**src/rtl/branch_resolve_pipe_if.sv**
```systemverilog
// Handshake and result bus of the branch-resolution unit, with the two statistics counters.
interface branch_resolve_pipe_if #(
  parameter int unsigned XLEN  = 32,
  parameter int unsigned PC_W  = 32,
  parameter int unsigned CNT_W = 16
);

  logic             flush;
  logic             in_valid;
  logic             in_ready;
  logic [2:0]       in_cmpop;
  logic             in_is_jump;
  logic [XLEN-1:0]  in_a;
  logic [XLEN-1:0]  in_b;
  logic [PC_W-1:0]  in_pc;
  logic [PC_W-1:0]  in_target;
  logic             in_pred_taken;
  logic             out_valid;
  logic             out_ready;
  logic             out_taken;
  logic             out_mispredict;
  logic [PC_W-1:0]  out_redirect;
  logic             out_illegal;
  logic [CNT_W-1:0] cnt_resolved;
  logic [CNT_W-1:0] cnt_mispred;

  // Producer/consumer side (core pipeline or testbench)
  modport master (
    output flush, in_valid, in_cmpop, in_is_jump, in_a, in_b, in_pc, in_target,
           in_pred_taken, out_ready,
    input  in_ready, out_valid, out_taken, out_mispredict, out_redirect, out_illegal,
           cnt_resolved, cnt_mispred
  );

  // Resolution unit side
  modport slave (
    input  flush, in_valid, in_cmpop, in_is_jump, in_a, in_b, in_pc, in_target,
           in_pred_taken, out_ready,
    output in_ready, out_valid, out_taken, out_mispredict, out_redirect, out_illegal,
           cnt_resolved, cnt_mispred
  );

endinterface

```
**src/rtl/branch_resolve_pipe.sv**
```systemverilog
// Pipelined branch-resolution unit: evaluates B-type conditions and jumps at the input,
// carries taken/mispredict/redirect/illegal through STAGES elastic register stages,
// and keeps saturating delivered/mispredicted counters.
module branch_resolve_pipe #(
  parameter int unsigned XLEN   = 32,
  parameter int unsigned PC_W   = 32,
  parameter int unsigned STAGES = 1,
  parameter int unsigned CNT_W  = 16
) (
  input  logic                clk,
  input  logic                rst,
  branch_resolve_pipe_if.slave bus
);

  localparam int unsigned LAST = STAGES - 1;

  localparam logic [2:0] OP_BEQ  = 3'b000;
  localparam logic [2:0] OP_BNE  = 3'b001;
  localparam logic [2:0] OP_BLT  = 3'b100;
  localparam logic [2:0] OP_BGE  = 3'b101;
  localparam logic [2:0] OP_BLTU = 3'b110;
  localparam logic [2:0] OP_BGEU = 3'b111;

  logic [XLEN-1:0]  op_a;
  logic [XLEN-1:0]  op_b;
  logic [PC_W-1:0]  pc;
  logic [PC_W-1:0]  target;

  assign op_a   = bus.in_a;
  assign op_b   = bus.in_b;
  assign pc     = bus.in_pc;
  assign target = bus.in_target;

  logic             eq;
  logic             lt_s;
  logic             lt_u;
  logic             cond;
  logic             bad_op;
  logic             taken_c;
  logic             mispredict_c;
  logic             illegal_c;
  logic [PC_W-1:0]  redirect_c;

  // Condition evaluation; reserved funct3 codes resolve not-taken unless it is a jump
  always_comb begin
    eq     = (op_a == op_b);
    lt_s   = ($signed(op_a) < $signed(op_b));
    lt_u   = (op_a < op_b);
    cond   = 1'b0;
    bad_op = 1'b0;
    case (bus.in_cmpop)
      OP_BEQ:  cond = eq;
      OP_BNE:  cond = ~eq;
      OP_BLT:  cond = lt_s;
      OP_BGE:  cond = ~lt_s;
      OP_BLTU: cond = lt_u;
      OP_BGEU: cond = ~lt_u;
      default: bad_op = 1'b1;
    endcase
    taken_c      = bus.in_is_jump | cond;
    illegal_c    = bad_op & ~bus.in_is_jump;
    mispredict_c = taken_c ^ bus.in_pred_taken;
    redirect_c   = taken_c ? target : (pc + PC_W'(4));
  end

  logic [STAGES-1:0] st_valid;
  logic [STAGES-1:0] st_taken;
  logic [STAGES-1:0] st_mis;
  logic [STAGES-1:0] st_ill;
  logic [PC_W-1:0]   st_redir [STAGES];

  logic [STAGES-1:0] adv;
  logic              hole;
  logic              accept;
  logic              deliver;

  // A stage may advance if it or any stage downstream of it is empty, or the consumer is ready
  always_comb begin
    adv  = '0;
    hole = bus.out_ready;
    for (int k = int'(LAST); k >= 0; k--) begin
      hole   = hole | ~st_valid[k];
      adv[k] = hole;
    end
  end

  assign accept  = bus.in_valid & adv[0] & ~bus.flush;
  assign deliver = st_valid[LAST] & bus.out_ready;

  // Stage valid bits and payload shift; flush empties the pipe but lets payload regs idle
  always_ff @(posedge clk or posedge rst) begin
    if (rst) begin
      st_valid <= '0;
      st_taken <= '0;
      st_mis   <= '0;
      st_ill   <= '0;
      for (int k = 0; k < int'(STAGES); k++) begin
        st_redir[k] <= '0;
      end
    end else begin
      if (bus.flush) begin
        st_valid <= '0;
      end else begin
        if (adv[0]) begin
          st_valid[0] <= accept;
        end
        for (int k = 1; k < int'(STAGES); k++) begin
          if (adv[k]) begin
            st_valid[k] <= st_valid[k-1];
          end
        end
      end
      if (accept) begin
        st_taken[0] <= taken_c;
        st_mis[0]   <= mispredict_c;
        st_ill[0]   <= illegal_c;
        st_redir[0] <= redirect_c;
      end
      for (int k = 1; k < int'(STAGES); k++) begin
        if (adv[k] && st_valid[k-1]) begin
          st_taken[k] <= st_taken[k-1];
          st_mis[k]   <= st_mis[k-1];
          st_ill[k]   <= st_ill[k-1];
          st_redir[k] <= st_redir[k-1];
        end
      end
    end
  end

  logic [CNT_W-1:0] cnt_res_q;
  logic [CNT_W-1:0] cnt_mis_q;

  // Saturating statistics on delivered beats; a delivery in a flush cycle still counts
  always_ff @(posedge clk or posedge rst) begin
    if (rst) begin
      cnt_res_q <= '0;
      cnt_mis_q <= '0;
    end else if (deliver) begin
      if (cnt_res_q != '1) begin
        cnt_res_q <= cnt_res_q + CNT_W'(1);
      end
      if (st_mis[LAST] && (cnt_mis_q != '1)) begin
        cnt_mis_q <= cnt_mis_q + CNT_W'(1);
      end
    end
  end

  assign bus.in_ready       = adv[0] | bus.flush;
  assign bus.out_valid      = st_valid[LAST];
  assign bus.out_taken      = st_taken[LAST];
  assign bus.out_mispredict = st_mis[LAST];
  assign bus.out_illegal    = st_ill[LAST];
  assign bus.out_redirect   = st_redir[LAST];
  assign bus.cnt_resolved   = cnt_res_q;
  assign bus.cnt_mispred    = cnt_mis_q;

endmodule

```
**src/flat_wrapper.sv**
```systemverilog
// flat-port wrapper written by rule: the top's interface ports become plain ports
module branch_resolve_pipe_flat 
#(
  parameter int unsigned XLEN   = 32,
  parameter int unsigned PC_W   = 32,
  parameter int unsigned STAGES = 1,
  parameter int unsigned CNT_W  = 16
)
  (clk, rst, bus_flush, bus_in_valid, bus_in_cmpop, bus_in_is_jump, bus_in_a, bus_in_b, bus_in_pc, bus_in_target, bus_in_pred_taken, bus_out_ready, bus_in_ready, bus_out_valid, bus_out_taken, bus_out_mispredict, bus_out_redirect, bus_out_illegal, bus_cnt_resolved, bus_cnt_mispred);
  branch_resolve_pipe_if #(.XLEN(XLEN), .PC_W(PC_W), .CNT_W(CNT_W)) bus_i ();
  input  logic clk;
  input  logic rst;
  input wire logic [$bits(bus_i.flush)-1:0] bus_flush;
  input wire logic [$bits(bus_i.in_valid)-1:0] bus_in_valid;
  input wire logic [$bits(bus_i.in_cmpop)-1:0] bus_in_cmpop;
  input wire logic [$bits(bus_i.in_is_jump)-1:0] bus_in_is_jump;
  input wire logic [$bits(bus_i.in_a)-1:0] bus_in_a;
  input wire logic [$bits(bus_i.in_b)-1:0] bus_in_b;
  input wire logic [$bits(bus_i.in_pc)-1:0] bus_in_pc;
  input wire logic [$bits(bus_i.in_target)-1:0] bus_in_target;
  input wire logic [$bits(bus_i.in_pred_taken)-1:0] bus_in_pred_taken;
  input wire logic [$bits(bus_i.out_ready)-1:0] bus_out_ready;
  output wire logic [$bits(bus_i.in_ready)-1:0] bus_in_ready;
  output wire logic [$bits(bus_i.out_valid)-1:0] bus_out_valid;
  output wire logic [$bits(bus_i.out_taken)-1:0] bus_out_taken;
  output wire logic [$bits(bus_i.out_mispredict)-1:0] bus_out_mispredict;
  output wire logic [$bits(bus_i.out_redirect)-1:0] bus_out_redirect;
  output wire logic [$bits(bus_i.out_illegal)-1:0] bus_out_illegal;
  output wire logic [$bits(bus_i.cnt_resolved)-1:0] bus_cnt_resolved;
  output wire logic [$bits(bus_i.cnt_mispred)-1:0] bus_cnt_mispred;
  assign bus_i.flush = bus_flush;
  assign bus_i.in_valid = bus_in_valid;
  assign bus_i.in_cmpop = bus_in_cmpop;
  assign bus_i.in_is_jump = bus_in_is_jump;
  assign bus_i.in_a = bus_in_a;
  assign bus_i.in_b = bus_in_b;
  assign bus_i.in_pc = bus_in_pc;
  assign bus_i.in_target = bus_in_target;
  assign bus_i.in_pred_taken = bus_in_pred_taken;
  assign bus_i.out_ready = bus_out_ready;
  assign bus_in_ready = bus_i.in_ready;
  assign bus_out_valid = bus_i.out_valid;
  assign bus_out_taken = bus_i.out_taken;
  assign bus_out_mispredict = bus_i.out_mispredict;
  assign bus_out_redirect = bus_i.out_redirect;
  assign bus_out_illegal = bus_i.out_illegal;
  assign bus_cnt_resolved = bus_i.cnt_resolved;
  assign bus_cnt_mispred = bus_i.cnt_mispred;
  branch_resolve_pipe #(.XLEN(XLEN), .PC_W(PC_W), .STAGES(STAGES), .CNT_W(CNT_W)) u_core (.clk(clk), .rst(rst), .bus(bus_i));
endmodule
```
**config.mk**
```make
export PLATFORM = sky130hd
export DESIGN_NAME = branch_resolve_pipe_flat
export DESIGN_NICKNAME = d
export VERILOG_FILES = /design/src/rtl/branch_resolve_pipe_if.sv /design/src/rtl/branch_resolve_pipe.sv /design/src/flat_wrapper.sv
export SDC_FILE = /design/constraint.sdc
export NUM_CORES = 1
export LEC_CHECK = 0
export BUFFER_PORTS_ARGS = -buffer_cell sky130_fd_sc_hd__buf_2
export CAP_MARGIN = 20
export CORE_MARGIN = 8
export CORE_UTILIZATION = 43
export CTS_CLUSTER_SIZE = 10
export DETAILED_ROUTE_END_ITERATION = 8
export GPL_TIMING_DRIVEN = 1
export PLACE_DENSITY = 0.78
export SLEW_MARGIN = 25
export SYNTH_ARGS = -nofsm -noshare
export SYNTH_HDL_FRONTEND = slang
export SYNTH_SLANG_ARGS = --single-unit
```
**constraint.sdc**
```tcl
create_clock -name clk -period 2.3 [get_ports clk]
set_input_delay 0.46 -clock clk [delete_from_list [all_inputs] [get_ports clk]]
set_output_delay 0.46 -clock clk [all_outputs]
set_load 0.02 [all_outputs]
```
**After elaboration in Yosys (flattened, before gate mapping)**

Cells that the tools add are included.

- Add/subtract/negate cells: 3
- Multiply operators: 0
- Divide/modulo/power cells: 0
- Order comparisons: 2
- Equality and inequality tests: 8
- Shifts and indexed selects: 0
- Multiplexer cells: 5
- Bitwise gates (word level): 14
- Reductions and logical operators: 6

Operators with widths:

| cell | count |
|---|---|
| 32-bit < comparator | 2 |
| 16-bit by 1-bit adder with 16-bit output (second input constant) | 2 |
| 32-bit by 3-bit adder with 32-bit output (second input constant) | 1 |
| 32-bit == test | 1 |
| 32-bit 2-to-1 mux | 1 |
| 16-bit != test (second input constant) | 2 |
| 3-bit == test (second input constant) | 4 |
| 1-bit inverter | 6 |
| 1-bit case mux with 6 select lines | 1 |
| 6-bit OR reduction | 1 |
| 1-bit AND | 4 |
| 2-bit AND reduction | 2 |
| 3-bit by 1-bit == test with 1-bit output (second input constant) | 1 |
| 3-bit zero test | 1 |
| 1-bit 2-to-1 mux | 3 |
| 1-bit OR | 3 |
| 2-bit nonzero test | 1 |
| 1-bit logical AND | 1 |
| 1-bit XOR | 1 |

- Bits in registers: 68
- Latch bits: 0
- Memory bits (writable): 0
- Memory bits (read-only): 0
- Input bits: 138
- Output and inout bits: 69
- Logic and storage cells: 45
- Memories: 0

**Longest topological paths before layout**

Gate-level depths: netlist of run 1.

- Depth after elaboration: 6
- Mapped depth: 12

**Least setup slack after synthesis of run 1**

Ideal clock, no wire load.

- Path type: in2reg
- Start: input bus_in_b[18]
- End: register u_core.st_redir, in the netlist u_core.bus.out_redirect[10]
- Library setup time: 132 ps
- Arrival time: 2,761 ps
- Path slack: -593 ps
- Stages on the path: 12
- Path buffers: 2
- Cell sequence: inv_1 > ha_1 > a41o_1 > a21oi_1 > o211ai_1 > a2111o_1 > or4_1 > nand3_1 > buf_6 > buf_12 > mux2i_1 > o21ai_1

- Longest elaborated chain between the ends: 5
- Elaborated cells between the ends (all ways): 9
- Those cells by class: 2 x order compare; 1 x eq/ne; 2 x mux; 4 x bitwise

Ends and longest elaborated chain:

| element | RTL line | RTL |
|---|---|---|
| start, declared | flat_wrapper.sv:18 | `input wire logic [$bits(bus_i.in_b)-1:0] bus_in_b;` |
| 32-bit < comparator (tied with other cells) | branch_resolve_pipe.sv:48 | `lt_u = (op_a < op_b);` |
| 1-bit inverter (on tied branches) | branch_resolve_pipe.sv:57, branch_resolve_pipe.sv:53, branch_resolve_pipe.sv:55 |  |
| 1-bit case mux with 6 select lines * | branch_resolve_pipe.sv:51 | `case (bus.in_cmpop)` |
| 1-bit OR * | branch_resolve_pipe.sv:60 | `taken_c = bus.in_is_jump \| cond;` |
| 32-bit 2-to-1 mux * | branch_resolve_pipe.sv:63 | `redirect_c = taken_c ? target : (pc + PC_W'(4));` |
| end signal, assigned by index | branch_resolve_pipe.sv:124 | `st_redir[k] <= st_redir[k-1];` |
| end, declared | branch_resolve_pipe.sv:70 | `logic [PC_W-1:0] st_redir [STAGES];` |

Every way passes the cells marked *; elsewhere a longest branch is shown, timed or not.
A chain may end at the register's enable or synchronous reset.

**Worst setup path after layout of run 1**

Ends and elaborated chain as after synthesis.

==> results of run 1 <==
==> final cells by class <==
type,count,area (µm²),share of cell area
multi-input cells,357,2640,0.424
flip-flops and latches,68,1700,0.273
repair buffers,230,1330,0.214
inverters,45,174,0.0279
well taps,136,170,0.0273
clock buffers,11,151,0.0243
clock inverters,5,58.8,0.00944
==> power breakdown <==
part	total (mW)	switching, mW	internal [mW]
combinational	1.25	0.703	0.547
clock	1.03	0.465	0.562
sequential	1.55	0.167	1.38
==> through the flow <==
stage	cells	hold WS (ns)	worst slack [ns]	area, µm²	setup TNS (ns)
CTS	851	0.205	-0.271	6160	-6.76
global placement	829	0.446	-0.576	5780	-18.04
detailed placement	829	0.470	-0.700	5780	-19.96
global route	852	0.196	-0.322	6230	-9.20
floorplan	484	0.583	-0.315	4530	-9.78
finish	852	0.191	-0.252	6230	-7.10
==> worst max-delay path: stages <==
cell and delay (ns):
buf_8 0.10, inv_4 0.04, ha_4 0.19, a21o_2 0.22
a21oi_2 0.13, o211ai_1 0.11, a2111o_1 0.42, or4_4 0.45
nand3_4 0.12, buf_12 0.13, buf_16 0.13, mux2i_1 0.19
o21ai_1 0.07
==> timing repair <==
action                     4_1_cts  5_1_grt
pin swaps                        0        1
buffers inserted                 4        2
setup endpoints to repair       34       34
gates resized for setup         15       14
cloned                           2        0
==> routing by layer <==
metal | wire length [µm] | track usage
met2 | 6910 | 0.339
met5 | 0 | 0
met3 | 882 | 0.0647
met4 | 179 | 0.0464
met1 | 5500 | 0.213
==> flip-flops by register name, summed over array words and instances (netlist names) <==
signal,flops
u_core.bus.cnt_mispred,16
u_core.bus.out_redirect,32
u_core.bus.out_valid,1
u_core.bus.out_illegal,1
u_core.bus.out_taken,1
u_core.bus.out_mispredict,1
u_core.bus.cnt_resolved,16
==> cells by family (layout without fill, tap and decap cells) <==
| family | Yosys count | in the layout |
|---|---|---|
| simple gates | 167 | 167 |
| xor+xnor | 60 | 60 |
| compound gates | 62 | 62 |
| flops | 68 | 68 |
| buf+inv | 59 | 291 |
| fa+ha+maj | 35 | 35 |
| mux | 33 | 33 |
==> final timing paths <==
kind,startpoint,end
worst max-delay path,bus_in_b[18],u_core.bus.out_redirect[10]$_DFFE_PP0P_
worst min-delay path,rst,u_core.bus.cnt_resolved[11]$_DFFE_PP0P_
worst max register to register,u_core.bus.cnt_resolved[0]$_DFFE_PP0P_,u_core.bus.cnt_resolved[15]$_DFFE_PP0P_
worst min register to register,u_core.bus.out_redirect[12]$_DFFE_PP0P_,u_core.bus.out_redirect[12]$_DFFE_PP0P_
max in group asynchronous,rst,u_core.bus.out_illegal$_DFFE_PP0P_
min in group clk,bus_in_target[12],u_core.bus.out_redirect[12]$_DFFE_PP0P_
==> layout by cell type, fill, tap and decap left out, types with 4 or more instances in the layout <==
cell	instances
buf_4	16
nand3_1	30
xnor2_1	48
buf_6	5
nand2_1	58
a21oi_1	12
and3_1	6
buf_2	202
dfrtp_1	68
inv_1	39
inv_2	4
nor2_1	26
mux2i_1	28
xor2_1	11
ha_4	8
nand4_1	21
ha_1	27
o21ai_1	29
clkbuf_8	11
==> flow_summary.ini, run 1 <==
[status]
status = complete, but fails checks
violations = setup timing

[clock_network]
clk_path_buf_depth = 2
clk_pin_slew_worst_paths_ns = 0.08
cts_tree = built
cts_made_buffers = 9
postCtsHoldBufs = 0
ctsHtreeMaxLevel = 3
clkSinkCount = 68
clock_latency_ns = 0.34
clock-root-buffer = clkbuf_8

[logic_synthesis]
synth_xor_area_frac = 0.118
ys_ff_latch = 68
synth_cell_types = 39
synth.most_common_cell = dfrtp_1
ys_seq_area_frac = 0.382
synth_ff_type = dfrtp_1
syn_inst = 484
synthTopCellsByArea = dfrtp_1, ha_1, xnor2_1
yosys.area_share.simple = 0.179
synth_nets = 657
synth_edf_count = 0
async_flop_share = 1.00
synth_fa_ha_area_frac = 0.0984
synth_top_cell_by_area = dfrtp_1
avgSynthCellArea_um2 = 9.20
synth_mux_area_frac = 0.0748
synth_top_cell_area_share = 0.382
synth_compound_area_frac = 0.0835
ys_top_cells_by_count = dfrtp_1, nand2_1, xnor2_1, inv_1, ha_1
synth_top_family_by_area = simple AND/OR/NAND/NOR gates
netlist_area_um2 = 4450
yosys_warnings = 0

[sta]
layout_setup_ws_ns = -0.252
fin_crit_ns = 2.55
relSlewSlack = 0.516
clock_skew_ns = 0.00995
worst_pin_slew_ns = 0.724
fmaxAchievable_mhz = 392
finalHoldViolations = 0
drv_slew = 0
final-setup-viol-count = 34
min_period_over_period = 1.11
rsz0062_at_grt = true

[grt]
grt_antenna_before_repair = 0
grt_pass1_wl_um = 22100
grt_pass1_vias = 4673
grt-ovfl-total = 0
grt_max_degree = 69
track_usage = 0.190

[die]
die_w_um = 118
start_util = 0.437
ios = 207
dieArea_um2 = 13900
rows = 37
die_h_um = 118
placeableCoreArea_um2 = 10200

[run]
max_cap_violations = 0

[routing]
drt_first_pass_iters = 5
vias_per_cell = 5.03
final_antenna_net_count = 0
post_drt_wl_per_cell_um = 15.8
totalWireLength_um = 13500
drt_iter0_drc = 264
post-route-drc-count = 0
vias = 4283

[cells_and_area]
diodes = 0
drive_above_1_share = 0.392
fin_util = 0.612
fillers = 917
area_growth_pct = 40.0
fin_nets = 884

[critical_path]
start_kind = primary input
critPathMaxFanout = 6
r2r_setup_slack_ns = 0.28
required_ns = 2.52
cp-end-kind = register
timing_worst_setup_path_type = primary input to register
arrival_ns = 2.77
reg2regPathDepth = 9

[placed_design]
numPortBuffers = 206
gp_congestion = 0.942
dp_hpwl_um = 10900

[pwr]
p_leak_nw = 3.30
finalPower_mw = 3.83
power_density_nw_per_um2 = 614
ir_drop_v = 0.000347

[min_path]
hold_class = primary input to async pin
No activity file was read; power rests on OpenSTA's default activity.
==> inputs of run 2 (changes only) <==
--- a/config.mk
+++ b/config.mk
@@ -12,7 +12,9 @@
 export CTS_CLUSTER_SIZE = 10
 export DETAILED_ROUTE_END_ITERATION = 8
 export GPL_TIMING_DRIVEN = 1
+export MAX_ROUTING_LAYER = met4
 export PLACE_DENSITY = 0.78
+export REMOVE_ABC_BUFFERS = 1
 export SLEW_MARGIN = 25
 export SYNTH_ARGS = -nofsm -noshare
 export SYNTH_HDL_FRONTEND = slang
==> flow_summary.ini, run 2 (same netlist as run 1, synthesis figures left out) <==
[grt]
grt_max_degree = 69
grt_antenna_before_repair = 0
track_usage = 0.199
grt-ovfl-total = 0
grt_pass1_wl_um = 22500
grt_pass1_vias = 4740

[routing]
drt_iter0_drc = 250
totalWireLength_um = 13700
post-route-drc-count = 0
final_antenna_net_count = 0
vias = 4329
drt_first_pass_iters = 4
vias_per_cell = 5.08
post_drt_wl_per_cell_um = 16.1

[pwr]
finalPower_mw = 3.69
p_leak_nw = 3.30
ir_drop_v = 0.000390
power_density_nw_per_um2 = 590

[cells_and_area]
fin_nets = 884
layout_commonest_cell = buf_2
drive_above_1_share = 0.391
area_growth_pct = 40.6
layout_common_cells = buf_2, dfrtp_1, nand2_1
multi_input_area_um2 = 2660
final-seq-area_um2 = 1700
fin_cells = 852
diodes = 0
largest_reg_flops = 32
fillers = 890

[die]
dieArea_um2 = 13900
placeableCoreArea_um2 = 10200
die_h_um = 118
start_util = 0.437
die_w_um = 118
rows = 37
ios = 207

[clock_network]
postCtsHoldBufs = 0
clk_path_buf_depth = 2
cts_made_buffers = 9
clock-root-buffer = clkbuf_8
ctsHtreeMaxLevel = 3
clk_pin_slew_worst_paths_ns = 0.08
cts_tree = built
clock_latency_ns = 0.34
clkSinkCount = 68

[sta]
drv_slew = 0
layout_setup_ws_ns = -0.384
final-setup-viol-count = 34
worst_pin_slew_ns = 0.674
fmaxAchievable_mhz = 373
relSlewSlack = 0.550
min_period_over_period = 1.17
rsz0062_at_grt = true
finalHoldViolations = 0
fin_crit_ns = 2.68
clock_skew_ns = 0.00390

[critical_path]
cp-end-kind = register
arrival_ns = 2.88
required_ns = 2.50
start_kind = primary input
critPathMaxFanout = 7
timing_worst_setup_path_type = primary input to register

[placed_design]
dp_hpwl_um = 10700
numPortBuffers = 206
dpl.cell_count = 828
gp_congestion = 0.885

[status]
violations = setup timing
status = complete, but fails checks

[run]
max_cap_violations = 0

[min_path]
hold_class = primary input to async pin
## run 2: power breakdown
group / switching (mW) / internal (mW) / leakage [nW]
Combinational: 0.710 / 0.553 / 2.37
Sequential: 0.164 / 1.38 / 0.846
Clock: 0.490 / 0.396 / 0.0860
Total: 1.36 / 2.33 / 3.30
## run 2: metal layers
metal	share of wire	up-vias	track usage
met1	0.39	2020	0.213
met2	0.54	160	0.362
met5	0	-	-
met4	0.028	0	0.0697
met3	0.046	33	0.0355
li1	-	2116	-
## run 2: critical path: stages
cell and delay [ns]:
buf_6 0.09, inv_2 0.05, ha_4 0.19, buf_4 0.13, a41o_1 0.17, a21oi_1 0.13
o211ai_1 0.11, a2111o_1 0.43, or4_4 0.44, nand3_4 0.21, buf_12 0.17, mux2i_2 0.21
a21oi_1 0.08
## run 2: repair_timing
action                                  in CTS  in global routing
endpoints found under the setup margin      34                 34
pin swaps                                   16                 18
resized for setup                           22                 30
gates cloned                                 2                  1
setup buffers                                3                  4
## run 2: layout make-up
class / count / area share
well taps: 136 / 0.0272
inverters: 45 / 0.0278
flip-flops and latches: 68 / 0.272
clock inverters: 7 / 0.00820
multi-input cells: 357 / 0.425
repair buffers: 230 / 0.220
clock buffers: 9 / 0.0198
## run 2: final timing paths
kind,end,depth (start not counted),slack [ns],startpoint
min in group clk,u_core.bus.out_illegal$_DFFE_PP0P_,3,0.37,bus_in_cmpop[1]
min,u_core.bus.cnt_mispred[5]$_DFFE_PP0P_,3,0.17,rst
max in group asynchronous,u_core.bus.out_redirect[9]$_DFFE_PP0P_,3,1.80,rst
max,u_core.bus.out_redirect[1]$_DFFE_PP0P_,13,-0.38,bus_in_b[19]
max reg2reg,u_core.bus.cnt_mispred[11]$_DFFE_PP0P_,8,0.27,u_core.bus.cnt_mispred[0]$_DFFE_PP0P_
min reg2reg,u_core.bus.out_illegal$_DFFE_PP0P_,2,0.47,u_core.bus.out_illegal$_DFFE_PP0P_
## run 2: per-stage QoR
stage / worst slack [ns] / setup TNS [ns] / utilization / instance area, µm² / hold slack, ns
2_1_floorplan: -1.73 / -49.55 / - / 4330 / 0.583
3_5_place_dp: -0.893 / -28.13 / 0.560 / 5700 / 0.455
6_report: -0.384 / -11.54 / 0.614 / 6260 / 0.171
5_1_grt: -0.476 / -14.39 / 0.614 / 6260 / 0.210
3_3_place_gp: -0.798 / -25.34 / 0.560 / 5700 / 0.453
4_1_cts: -0.288 / -7.18 / 0.599 / 6100 / 0.191
==> inputs of run 3 (changes only) <==
--- a/config.mk
+++ b/config.mk
@@ -15,6 +15,7 @@
 export MAX_ROUTING_LAYER = met4
 export PLACE_DENSITY = 0.78
 export REMOVE_ABC_BUFFERS = 1
+export SKIP_CTS_REPAIR_TIMING = 1
 export SLEW_MARGIN = 25
 export SYNTH_ARGS = -nofsm -noshare
 export SYNTH_HDL_FRONTEND = slang
==> flow_summary.ini, run 3 (same netlist as run 1, synthesis figures left out) <==
[sta]
rsz0062_at_grt = true
clock_skew_ns = 0.00511
layout_setup_ws_ns = -0.292
min_period_over_period = 1.13
finalHoldViolations = 0
drv_slew = 0
final-setup-viol-count = 34
fmaxAchievable_mhz = 386
fin_crit_ns = 2.59
worst_pin_slew_ns = 0.720
relSlewSlack = 0.519

[status]
status = complete, but fails checks
violations = setup timing

[clock_network]
cts_tree = built
clkSinkCount = 68
clock_latency_ns = 0.34
clk_path_buf_depth = 2
cts_made_buffers = 9
clock-root-buffer = clkbuf_8
ctsHtreeMaxLevel = 3
clk_pin_slew_worst_paths_ns = 0.08

[critical_path]
critPathMaxStageDelay_ns = 0.44
cp-end-kind = register
path_cells = buf_6 -> ha_4 -> a41o_1 -> a21oi_2 -> o211ai_1 -> a2111o_1 -> or4_4 -> nand3_4 -> buf_12 -> mux2i_1 -> a21oi_1
critPathMaxFanout = 7
slowest_stage = or4_4
reg2regPathDepth = 8
timing_worst_setup_path_type = primary input to register
path_buf_inv = 2
cp.depth = 11
cpLargestDelayFamily = compound AO/OA/AOI/OAI gates
required_ns = 2.49
arrival_ns = 2.79
start_kind = primary input

[routing]
post_drt_wl_per_cell_um = 16.0
post-route-drc-count = 0
final_antenna_net_count = 0
totalWireLength_um = 13600
drt_first_pass_iters = 4
drt_iter0_drc = 228
vias_per_cell = 5.08
vias = 4312

[placed_design]
post-place-ws_ns = -0.893
gp_congestion = 0.885
place_area_um2 = 5700
dp_hpwl_um = 10700
numPortBuffers = 206

[pwr]
netSwitchingPower_mw = 1.36
power_density_nw_per_um2 = 593
finalPower_mw = 3.69
swShare = 0.370
comb_power_share = 0.341
p_int_mw = 2.32
clkPwrFrac = 0.240
p_leak_nw = 3.28
ir_drop_v = 0.000380
power_frac_seq = 0.419

[die]
ios = 207
die_h_um = 118
die_w_um = 118
placeableCoreArea_um2 = 10200
start_util = 0.437
dieArea_um2 = 13900
rows = 37

[cells_and_area]
fillers = 896
largest_reg_flops = 32
area_growth_pct = 39.7
layout_common_cells = buf_2, dfrtp_1, nand2_1
diodes = 0
layout_commonest_cell = buf_2
fin_nets = 881
drive_above_1_share = 0.393
fin_area_um2 = 6220

[grt]
track_usage = 0.190
grt_max_degree = 69
grt_antenna_before_repair = 0
grt_pass1_vias = 4619
grt-ovfl-total = 0
grt_pass1_wl_um = 21500

[min_path]
hold_class = primary input to async pin

[run]
max_cap_violations = 0
run 3: changes by cell type in the layout (fill, tap and decap cells not counted), moves of 2 or more:
cell       before  now
buf_12          5    3
buf_6          14    5
buf_2         193  202
clkbuf_16       1    3
buf_4          17   13
run 3: stage by stage:
stage,std cells,util,setup TNS [ns],hold slack (ns)
finish,849,0.610,-8.48,0.170
global route,849,0.610,-11.70,0.209
CTS,844,0.577,-15.56,0.191
detailed placement,828,0.560,-28.13,0.455
global placement,828,0.560,-25.34,0.453
floorplan,470,-,-49.55,0.583
run 3: layout make-up:
class,instances,area [µm²],area share
Tap cell,136,170,0.0274
Clock inverter,7,51.3,0.00825
Sequential cell,68,1700,0.274
Timing Repair Buffer,227,1320,0.212
Multi-Input combinational cell,357,2680,0.431
Clock buffer,9,124,0.0199
Inverter,45,174,0.0280
run 3: power by group through the flow:
stage	registers, mW	clock network, mW	logic (mW)
after floorplan	1.77	0	0.443
after global placement	1.56	0	1.13
after detailed placement	1.56	0	1.17
after CTS	1.55	0.912	1.17
after global routing	1.58	0.954	1.37
final	1.54	0.885	1.26
run 3: final timing paths:
check	startpoint	endpoint	slack (ns)
hold / removal	rst	u_core.bus.cnt_mispred[5]$_DFFE_PP0P_	0.17
min in group clk	bus_in_cmpop[1]	u_core.bus.out_illegal$_DFFE_PP0P_	0.37
hold reg to reg	u_core.bus.out_illegal$_DFFE_PP0P_	u_core.bus.out_illegal$_DFFE_PP0P_	0.47
max in group asynchronous	rst	u_core.bus.out_redirect[16]$_DFFE_PP0P_	1.80
setup / recovery	bus_in_a[18]	u_core.bus.out_redirect[0]$_DFFE_PP0P_	-0.29
setup reg to reg	u_core.bus.cnt_mispred[0]$_DFFE_PP0P_	u_core.bus.cnt_mispred[11]$_DFFE_PP0P_	0.25
run 3: layer usage:
metal  vias to the layer above  GRT usage  routed length, µm
li1                       2107          -                  -
met1                      2005      0.205               5350
met2                       166      0.342               7220
met3                        34     0.0360                613
met4                         0     0.0657                386
met5                         -          -                  0
run 3: worst register-to-register path: cells and delay by family (launching register included):
kind            cells  cell delay (ns)
simple gates        4             0.92
flops               1             0.43
compound gates      1             0.08
fa+ha+maj           1             0.24
xor+xnor            1             0.16
buf+inv             1             0.16
